===== src/rtl/mult_seq_ctrl_if.sv =====
// rtl/mult_seq_ctrl_if.sv - start/status and datapath control bundle for the shift-add multiplier sequencer
interface mult_seq_ctrl_if #(
  parameter int DW = 16
);
  localparam int CW = $clog2(DW);

  logic          start;
  logic          mplr_lsb;
  logic          mplr_zero;
  logic          ready;
  logic          busy;
  logic          l_s;
  logic          permit;
  logic          add_en;
  logic          done;
  logic          start_err;
  logic [CW-1:0] step;

  modport master (
    output start, mplr_lsb, mplr_zero,
    input  ready, busy, l_s, permit, add_en, done, start_err, step
  );

  modport slave (
    input  start, mplr_lsb, mplr_zero,
    output ready, busy, l_s, permit, add_en, done, start_err, step
  );
endinterface


===== src/rtl/mult_seq_ctrl.sv =====
// rtl/mult_seq_ctrl.sv - sequencer driving load, shift-hold and accumulate strobes of the shift-add multiplier
module mult_seq_ctrl #(
  parameter  int DW = 16,
  localparam int CW = $clog2(DW)
) (
  input  logic          clk,
  input  logic          rst,
  mult_seq_ctrl_if.slave bus
);

  typedef enum logic [1:0] {
    S_IDLE,
    S_LOAD,
    S_RUN,
    S_DONE
  } state_t;

  state_t        state_q, state_d;
  logic [CW-1:0] step_q, step_d;
  logic          start_err_q;
  logic          last_step;

  logic          ready_c, busy_c, l_s_c, permit_c, add_en_c, done_c;

  assign last_step = (step_q == CW'(DW - 1));

  always_ff @(posedge clk or negedge rst) begin
    if (!rst) begin
      state_q     <= S_IDLE;
      step_q      <= '0;
      start_err_q <= 1'b0;
    end else begin
      state_q     <= state_d;
      step_q      <= step_d;
      // Any start seen outside IDLE is flagged; it is never queued.
      start_err_q <= bus.start && (state_q != S_IDLE);
    end
  end

  always_comb begin
    state_d  = state_q;
    step_d   = step_q;
    ready_c  = 1'b0;
    busy_c   = 1'b0;
    l_s_c    = 1'b0;
    permit_c = 1'b1;
    add_en_c = 1'b0;
    done_c   = 1'b0;

    case (state_q)
      S_IDLE: begin
        ready_c = 1'b1;
        if (bus.start) state_d = S_LOAD;
      end
      S_LOAD: begin
        busy_c  = 1'b1;
        l_s_c   = 1'b1;
        step_d  = '0;
        state_d = S_RUN;
      end
      S_RUN: begin
        busy_c   = 1'b1;
        permit_c = 1'b0;
        add_en_c = bus.mplr_lsb;
        // Step freezes on the exit cycle so the counter never passes DW-1.
        if (last_step || bus.mplr_zero) begin
          state_d = S_DONE;
        end else begin
          step_d = step_q + 1'b1;
        end
      end
      S_DONE: begin
        done_c  = 1'b1;
        state_d = S_IDLE;
      end
      default: begin
        state_d = S_IDLE;
      end
    endcase
  end

  assign bus.ready     = ready_c;
  assign bus.busy      = busy_c;
  assign bus.l_s       = l_s_c;
  assign bus.permit    = permit_c;
  assign bus.add_en    = add_en_c;
  assign bus.done      = done_c;
  assign bus.start_err = start_err_q;
  assign bus.step      = step_q;

endmodule

===== src/flat_wrapper.sv =====
// flat-port wrapper written by rule: the top's interface ports become plain ports
module mult_seq_ctrl_flat 
#(
  parameter  int DW = 16,
  localparam int CW = $clog2(DW)
)
  (clk, rst, bus_start, bus_mplr_lsb, bus_mplr_zero, bus_ready, bus_busy, bus_l_s, bus_permit, bus_add_en, bus_done, bus_start_err, bus_step);
  mult_seq_ctrl_if #(.DW(DW)) bus_i ();
  input  logic clk;
  input  logic rst;
  input wire logic [$bits(bus_i.start)-1:0] bus_start;
  input wire logic [$bits(bus_i.mplr_lsb)-1:0] bus_mplr_lsb;
  input wire logic [$bits(bus_i.mplr_zero)-1:0] bus_mplr_zero;
  output wire logic [$bits(bus_i.ready)-1:0] bus_ready;
  output wire logic [$bits(bus_i.busy)-1:0] bus_busy;
  output wire logic [$bits(bus_i.l_s)-1:0] bus_l_s;
  output wire logic [$bits(bus_i.permit)-1:0] bus_permit;
  output wire logic [$bits(bus_i.add_en)-1:0] bus_add_en;
  output wire logic [$bits(bus_i.done)-1:0] bus_done;
  output wire logic [$bits(bus_i.start_err)-1:0] bus_start_err;
  output wire logic [$bits(bus_i.step)-1:0] bus_step;
  assign bus_i.start = bus_start;
  assign bus_i.mplr_lsb = bus_mplr_lsb;
  assign bus_i.mplr_zero = bus_mplr_zero;
  assign bus_ready = bus_i.ready;
  assign bus_busy = bus_i.busy;
  assign bus_l_s = bus_i.l_s;
  assign bus_permit = bus_i.permit;
  assign bus_add_en = bus_i.add_en;
  assign bus_done = bus_i.done;
  assign bus_start_err = bus_i.start_err;
  assign bus_step = bus_i.step;
  mult_seq_ctrl #(.DW(DW)) u_core (.clk(clk), .rst(rst), .bus(bus_i));
endmodule

===== config.mk =====
export PLATFORM = sky130hd
export DESIGN_NAME = mult_seq_ctrl_flat
export DESIGN_NICKNAME = d
export VERILOG_FILES = /design/src/rtl/mult_seq_ctrl_if.sv /design/src/rtl/mult_seq_ctrl.sv /design/src/flat_wrapper.sv
export SDC_FILE = /design/constraint.sdc
export NUM_CORES = 1
export LEC_CHECK = 0
export ABC_AREA = 1
export CAP_MARGIN = 15
export CORE_AREA = 2 2 39 41
export CTS_BUF_LIST = sky130_fd_sc_hd__clkbuf_16
export DETAILED_ROUTE_END_ITERATION = 7
export DIE_AREA = 0 0 41 43
export PLACE_DENSITY_LB_ADDON = 0.05
export SYNTH_ARGS = -nofsm -noshare
export SYNTH_HDL_FRONTEND = slang
export SYNTH_SLANG_ARGS = --single-unit
export TNS_END_PERCENT = 20

===== constraint.sdc =====
create_clock -name clk -period 3 [get_ports clk]
set_input_delay 0.75 -clock clk [delete_from_list [all_inputs] [get_ports clk]]
set_output_delay 0.75 -clock clk [all_outputs]
set_load 0.05 [all_outputs]

; ---- Word-level counts from Yosys, hierarchy flattened
; Index checks and enable logic that the tools add are counted.
[totals]
latchBits = 0
wordCells = 30
rom_bits = 0
ramBits = 0
register_bits = 7
memories = 0
output_inout_bits = 11
[classes]
div = 0
n_lt_le_gt_ge = 0
add_sub_neg = 1
shift = 0
n_reduce_logical = 8
bitwise = 0
multipliers = 0
n_mux = 11
n_eq_ne = 7
[ops]
columns = cell, n
row1 = $pmux W2 S4, 1
row2 = $pmux W4 S2, 1
row3 = $mux W1, 6
row4 = $add A4 B1 Y4 const B, 1
row5 = $eq A2 B2 Y1 const B, 2
row6 = $eq A4 B4 Y1 const B, 1
row7 = $mux W2, 2
row8 = $mux W4, 1
row9 = $ne A2 B2 Y1 const B, 2
row10 = $reduce_and A2 Y1, 2
row11 = $reduce_bool A2 Y1, 2
row12 = $eq A2 B1 Y1 const B, 1
row13 = $logic_not A2 Y1, 1
row14 = $ne A2 B1 Y1 const B, 1
row15 = $reduce_or A2 Y1, 1
row16 = $logic_and A1 B1 Y1, 1
row17 = $logic_or A1 B1 Y1, 1

; ---- Depth between registers and ports, before layout
; Gate-level depths: netlist (run 1).
[logic_depth]
depth_word = 4
depth_mapped = 8
ltp_nobuf = 8

; ---- Worst setup path after synthesis (run 1)
; OpenSTA, ideal clock, no wires.
[synth_path]
kind = input to output
start = input port bus_mplr_lsb
end = output port bus_add_en
setup_slack_ns = 1.157
required_ns = 2.250
cell_stages = 2
arrival_time_ns = 1.093
path_cell_list = nand2_1 > inv_1
[synth_between]
elab_chain_len = 1
[synth_lines]
columns = element, line_no
row1 = "start, declared", flat_wrapper.sv:12  ; input wire logic [$bits(bus_i.mplr_lsb)-1:0] bus_mplr_lsb;
row2 = $mux W1, mult_seq_ctrl.sv:50  ; case (state_q)
row3 = "end, declared", flat_wrapper.sv:18  ; output wire logic [$bits(bus_i.add_en)-1:0] bus_add_en;
; Every way passes these cells.

; ---- Worst setup path in the final report (run 1)
[layout_path]
start = register u_core.state_q[0]
end = output port bus_permit
[layout_between]
elab_chain_len = 2
[layout_lines]
columns = element, line_no
row1 = "start, declared", mult_seq_ctrl.sv:18  ; state_t state_q, state_d;
row2 = "start signal, assigned", mult_seq_ctrl.sv:33  ; state_q <= state_d;
row3 = $eq A2 B2 Y1, mult_seq_ctrl.sv:50
row4 = $mux W1, mult_seq_ctrl.sv:50
row5 = "end, declared", flat_wrapper.sv:17  ; output wire logic [$bits(bus_i.permit)-1:0] bus_permit;
; Every way passes these cells.

==> results of run 1 <==
metrics by stage:
step	utilization (%)	worst slack, ns	instance area, sq um
final	47.83	0.4113	661.9
after detailed placement	42.04	0.6378	581.8
after CTS	47.83	0.3953	661.9
after global placement	42.04	0.6341	581.8
after global routing	47.83	0.3103	661.9
after floorplan	-	1.157	414.1
area by class of cell:
type / instances / area [sq um] / area share, %
clock buffers: 3 / 75.07 / 11.34
clock inverters: 1 / 5.005 / 0.7561
inverters: 7 / 26.28 / 3.970
multi-input cells: 34 / 212.7 / 32.14
flip-flops and latches: 7 / 175.2 / 26.47
well taps: 16 / 20.02 / 3.025
repair buffers: 15 / 147.6 / 22.31
per-layer routing:
| layer | global-route usage, % | part of all wire [%] | vias up | wire [um] |
|---|---|---|---|---|
| met4 | 6.000 | 0.47 | 0 | 4 |
| li1 | - | - | 191 | - |
| met2 | 18.13 | 51 | 9 | 434 |
| met5 | 0 | 0 | - | 0 |
| met1 | 14.24 | 44 | 160 | 373 |
| met3 | 4.712 | 4.0 | 2 | 34 |
how the worst max path moves through the flow:
| stage | startpoint | end | slack (ns) |
|---|---|---|---|
| after detailed placement | u_core.state_q[0] | bus_permit | 0.64 |
| after CTS | u_core.state_q[0] | bus_permit | 0.40 |
| after global placement | u_core.state_q[0] | bus_permit | 0.63 |
| after global routing | u_core.state_q[0] | bus_permit | 0.31 |
| after floorplan | bus_mplr_lsb | bus_add_en | 1.16 |
| final | u_core.state_q[0] | bus_permit | 0.41 |
power by group:
part / internal [mW] / total (mW) / switching (mW)
registers: 0.127 / 0.162 / 0.0352
clock network: 0.175 / 0.227 / 0.0519
logic: 0.171 / 0.517 / 0.346
total: 0.473 / 0.906 / 0.433
flip-flops by register name (all words and copies together), names as in the netlist:
register and count:
u_core.state_q 2, u_core.bus.start_err 1, u_core.bus.step 4
cells in the final DEF, fill, tap and decap left out, types with 2 or more instances in the layout:
cell type / instances
ha_1: 5
nand2_1: 11
clkdlybuf4s50_1: 14
inv_1: 6
o21ai_1: 2
clkbuf_16: 3
dfrtp_1: 7
nand3_1: 8
logic make-up (layout without fill, tap and decap cells):
group / count (synthesis) / after routing / synth area share [%]
and+or+nand+nor: 26 / 26 / 31.73
DFF: 7 / 7 / 42.30
buffers and inverters: 7 / 26 / 6.343
adders and majority gates: 5 / 5 / 15.11
AOI/OAI and AO/OA: 2 / 2 / 2.417
xor gates and xnor gates: 1 / 1 / 2.115
critical path, cell delays in order (launching register included):
cell and delay [ns]:
dfrtp_1 0.38, inv_1 0.08, ha_1 0.23, inv_1 0.11
clkdlybuf4s50_1 0.81
==> metrics.txt, run 1 <==
Worst Path Required=between 2 and 2.5 ns; iteration-0 DRC count of the detailed router=1; share of cells above drive strength 1=between 10% and 20%; Syn Area/Cell=about 8.6 sq um; RSZ-0062 raised after global routing=false; max cap viols=0; number of synthesized register bits=7; min-delay src=u_core.state_q[1]; IO Port Bufs=15; Ant. Diodes=0; Core Footprint=around 0.0014 sq mm; Synth Instances=48; min Tclk post-route=approximately 2.6 ns; nets=78; Post-CTS Setup Repair Bufs=0; Residual DRC=0; worst-path maximum fanout=4; asr flop ratio synth=between 90% and 100%; final hold violation count=0; # rows=14; gr ovfl total=0; routed via count=362; GPL Wtd Cong=0.5889; Startpoint Class=register; Final ANT Viol Nets=0; status=complete, no violations; die height=43 um; minimum hold slack=between 0.5 and 0.6 ns; H-tree levels=1; reg-to-reg startpoint=u_core.state_q[0]; vias in the first global route=approximately 330; post-synth top area share=~42%; dpl cells=79; Max Freq=0.3863 GHz; post-CTS resize count=0; Root Driver=clkbuf_16; Slew HR=between 60 and 70%; Top Ports=16; DIE WIDTH=41 um; Max clock buf depth=2; Yosys warnings=0; Final period util=about 86%; clk_lat worst skew=between 0.2 and 0.25 ns; final wirelength=between 800 and 900 um; Synth cell types=15; pin count of the biggest net entering global routing=11; overall routing resource usage=approximately an eighth; commonest cells in the netlist=nand2_1, nand3_1, dfrtp_1; reg2reg setup slack=roughly 1.7 ns; hpwl dp=645.3 um; EDFF count, synth=0; crit path capture type=output port; Avg WL per Cell=just over 10 um; first-pass GRT wire length=~1.4 mm; TritonCTS clock tree=done; Die Area=0.001763 sq mm; syn nets=58; Non-Filler Instances=83; cts hold-fix bufs=0; Initial Util=~30%; total clock sinks=7; count leader, synth=nand2_1; Num CTS Buffers=3; area grow syn2layout=59.82%; Hold Path End=u_core.state_q[1]; WS Path Type=reg2out; Worst Tran Pin Value=0.4948 ns; setup total negative slack=0 ns; IR drop worst, VDD=approximately 0.0011 V; R2R Path End=u_core.state_q[0]; top cells by area, synth=dfrtp_1, ha_1, nand2_1; Filler cells=136; area leader, netlist=dfrtp_1; HP Class=reg2reg; Synth Cell Area=414.1 sq um; sequential element share of the synthesized area=42.30%; Slew Viols, Final=0; leakage power=around 0.33 nW; final setup fails=0; clock-pin transition on the worst setup and hold timing paths=~0.040 ns; Worst Reg2Reg Path Length in Cells=7; initial antenna violation count=0; Pwr Density=between 1000 and 1500 mW/mm^2; most frequently used flop master after synthesis=dfrtp_1; Arr. time, crit path=roughly 1.8 ns; Hold Crit Depth=2; Pre-antenna DRT Iters=2; Vias/cell=4.361; PnR Total Power=about 0.91 mW; Worst Clk Skew=around 0.0015 ns
(Power assumes the default switching activity.)
==> run 2, diff against run 1 <==
ABC_CLOCK_PERIOD_IN_PS = 3000   (was default)
REMOVE_ABC_BUFFERS = 1   (was default)
==> results of run 2 <==
No change in the layout: final DEF, timing and power equal those of run 1.
==> run 3, diff against run 2 <==
==> constraint.sdc (replaced) <==
create_clock -name clk -period 3 [get_ports clk]
set_input_delay 0.3 -clock clk [delete_from_list [all_inputs] [get_ports clk]]
set_output_delay 0.3 -clock clk [all_outputs]
set_load 0.05 [all_outputs]
==> run 3 against run 2 <==
Net effect:
- power is 1.5% lower
- wire length is 1.9% lower
- first-iteration DRC count grew to 3.0 times the previous value
- core utilization is 0.090 points higher
- worst hold slack worse by 0.21 ns
- register-to-register slack hardly changed
- clock skew is 0.00050 ns lower
- combinational power is 1% lower
- non-clock buffer count stayed put
- maximum frequency is 20% higher
- sequential share of layout area hardly changed
==> metrics.txt, run 3 (synthesized netlist as in run 1, its figures left out) <==
Slew HR=66.42% (-0.50 points); Avg WL per Cell=10.00 um (-1.9%); final setup fails=0 (unchanged); die height=43 um (unchanged); clock-pin transition on the worst setup and hold timing paths=0.04 ns (about the same); clock power share=24.6% (-0.4 points); Residual DRC=0 (unchanged); Worst Path Required=2.70 ns (+0.45 ns); area grow syn2layout=60.12%; cell-internal power=0.4714 mW (-0.30%); Root Driver=clkbuf_16; Arr. time, crit path=1.85 ns (about the same); gr ovfl total=0 (unchanged); Ant. Diodes=0 (unchanged); most common cell after layout, fill and taps aside=clkdlybuf4s50_1; TritonCTS clock tree=done; sw frac=47.19% (-0.62 points); first-pass GRT wire length=1.386 mm (-0.50%); nets=78 (unchanged); Final ANT Viol Nets=0 (unchanged); Final period util=71.76% (-15 points); Slew Viols, Final=0 (unchanged); total clock sinks=7 (unchanged); worst-path maximum fanout=4 (unchanged); pin count of the biggest net entering global routing=11 (unchanged); Worst Setup EP=bus_permit; Seq pwr share=18.3% (+0.4 points); status=complete, no violations; R2R Path End=u_core.bus.step[2]; Psw=0.4213 mW (-2.7%); final wirelength=830 um (-1.9%); Critical Path Start=u_core.state_q[0]; # rows=14 (unchanged); crit path capture type=output port; RSZ-0062 raised after global routing=false; reg2reg setup slack=1.71 ns (about the same); leakage power=0.3306 nW (-0.11%); Worst Clk Skew=0.0009716 ns (-0.0005011 ns); Post-CTS Setup Repair Bufs=0 (unchanged); Initial Util=29.93% (unchanged); CP Cell Sequence=inv_1, ha_1, inv_1, clkdlybuf4s50_1; vias in the first global route=346 (+6.1%); crit-path max cell delay=0.81 ns (about the same); reg-to-reg startpoint=u_core.state_q[0]; Combinational Power Share=57.1% (about the same); max FFs per register=4 (unchanged); Core Footprint=0.001384 sq mm (unchanged); iteration-0 DRC count of the detailed router=3 (+2); GPL Wtd Cong=0.6136 (+4.2%); initial antenna violation count=0 (unchanged); setup total negative slack=0 ns (unchanged); Top Ports=16 (unchanged); min Tclk post-route=2.153 ns (-0.4359 ns); DIE WIDTH=41 um (unchanged); CP max-delay cell=clkdlybuf4s50_1; minimum hold slack=0.3324 ns (-0.2097 ns); Worst Tran Pin Value=0.5022 ns (+0.007447 ns); Crit path max-delay family=buffers and inverters; Critical path buffers and inverters=3 (unchanged); H-tree levels=1 (unchanged); cts hold-fix bufs=0 (unchanged); routed via count=367 (+1.4%); CP dominant cell by count=inv_1; most frequent cells in the layout=clkdlybuf4s50_1, nand2_1, nand3_1, inv_1, dfrtp_1; share of cells above drive strength 1=13.43% (-3.0 points); clk_lat worst skew=0.23 ns (about the same); post-CTS resize count=0 (unchanged); Max Freq=0.4645 GHz (+20%); WS Path Type=reg2out; Num CTS Buffers=3 (unchanged); Worst path depth=4 (unchanged); Startpoint Class=register; IO Port Bufs=15 (unchanged); Die Area=0.001763 sq mm (unchanged); Max clock buf depth=2 (unchanged); final hold violation count=0 (unchanged); max cap viols=0 (unchanged); Pwr Density=1346 mW/mm^2 (-1.7%); Worst Reg2Reg Path Length in Cells=7 (unchanged); Pre-antenna DRT Iters=2 (unchanged); HP Class=in2async; IR drop worst, VDD=0.0009774 V (-7.2%); overall routing resource usage=12.13% (+0.077 points); Vias/cell=4.422 (+1.4%)
run 3: through the flow:
stage / area (sq um) / power [mW] / utilization [%] / std cells / setup WS (ns)
floorplan: 414.1 / 0.5375 / - / 48 / 1.518
detailed placement: 584.3 / 0.6815 / 42.22 / 79 / 1.061
global placement: 584.3 / 0.6818 / 42.22 / 79 / 1.067
CTS: 663.1 / 0.9053 / 47.92 / 83 / 0.8334
global route: 663.1 / 0.9575 / 47.92 / 83 / 0.7614
finish: 663.1 / 0.8927 / 47.92 / 83 / 0.8471
run 3: area by class of cell:
class / instances / area, sq um
clock buffer: 3 / 75.07
fill: 145 / 720.7
tap: 16 / 20.02
inverter: 7 / 26.28
multi-input combinational: 34 / 212.7
timing repair buffer: 15 / 150.1
sequential: 7 / 175.2
clock inverter: 1 / 3.754
run 3: power groups by stage:
stage	combinational [mW]	clock, mW	sequential (mW)
2_1_floorplan	0.322	0	0.216
3_3_place_gp	0.517	0	0.165
3_5_place_dp	0.516	0	0.165
4_1_cts	0.518	0.223	0.164
5_1_grt	0.555	0.231	0.171
6_report	0.510	0.220	0.164
run 3: how the worst min path moves through the flow:
| stage | slack [ns] | from | cells past startpoint | to |
|---|---|---|---|---|
| 3_3_place_gp | 0.54 | u_core.state_q[1] | 2 | u_core.state_q[1] |
| 3_5_place_dp | 0.53 | u_core.state_q[1] | 2 | u_core.state_q[1] |
| 5_1_grt | 0.36 | rst | 1 | u_core.bus.start_err |
| 6_report | 0.33 | rst | 1 | u_core.bus.start_err |
| 4_1_cts | 0.34 | rst | 1 | u_core.bus.start_err |
| 2_1_floorplan | 0.004 | rst | 0 | u_core.bus.start_err |
run 3: per-layer routing:
layer	vias to the layer above	share of wire, %	global-route usage [%]
met2	9	51	17.50
met3	2	6.0	5.236
met1	166	41	12.83
met4	0	1.7	10.00
li1	190	-	-
met5	-	0	0
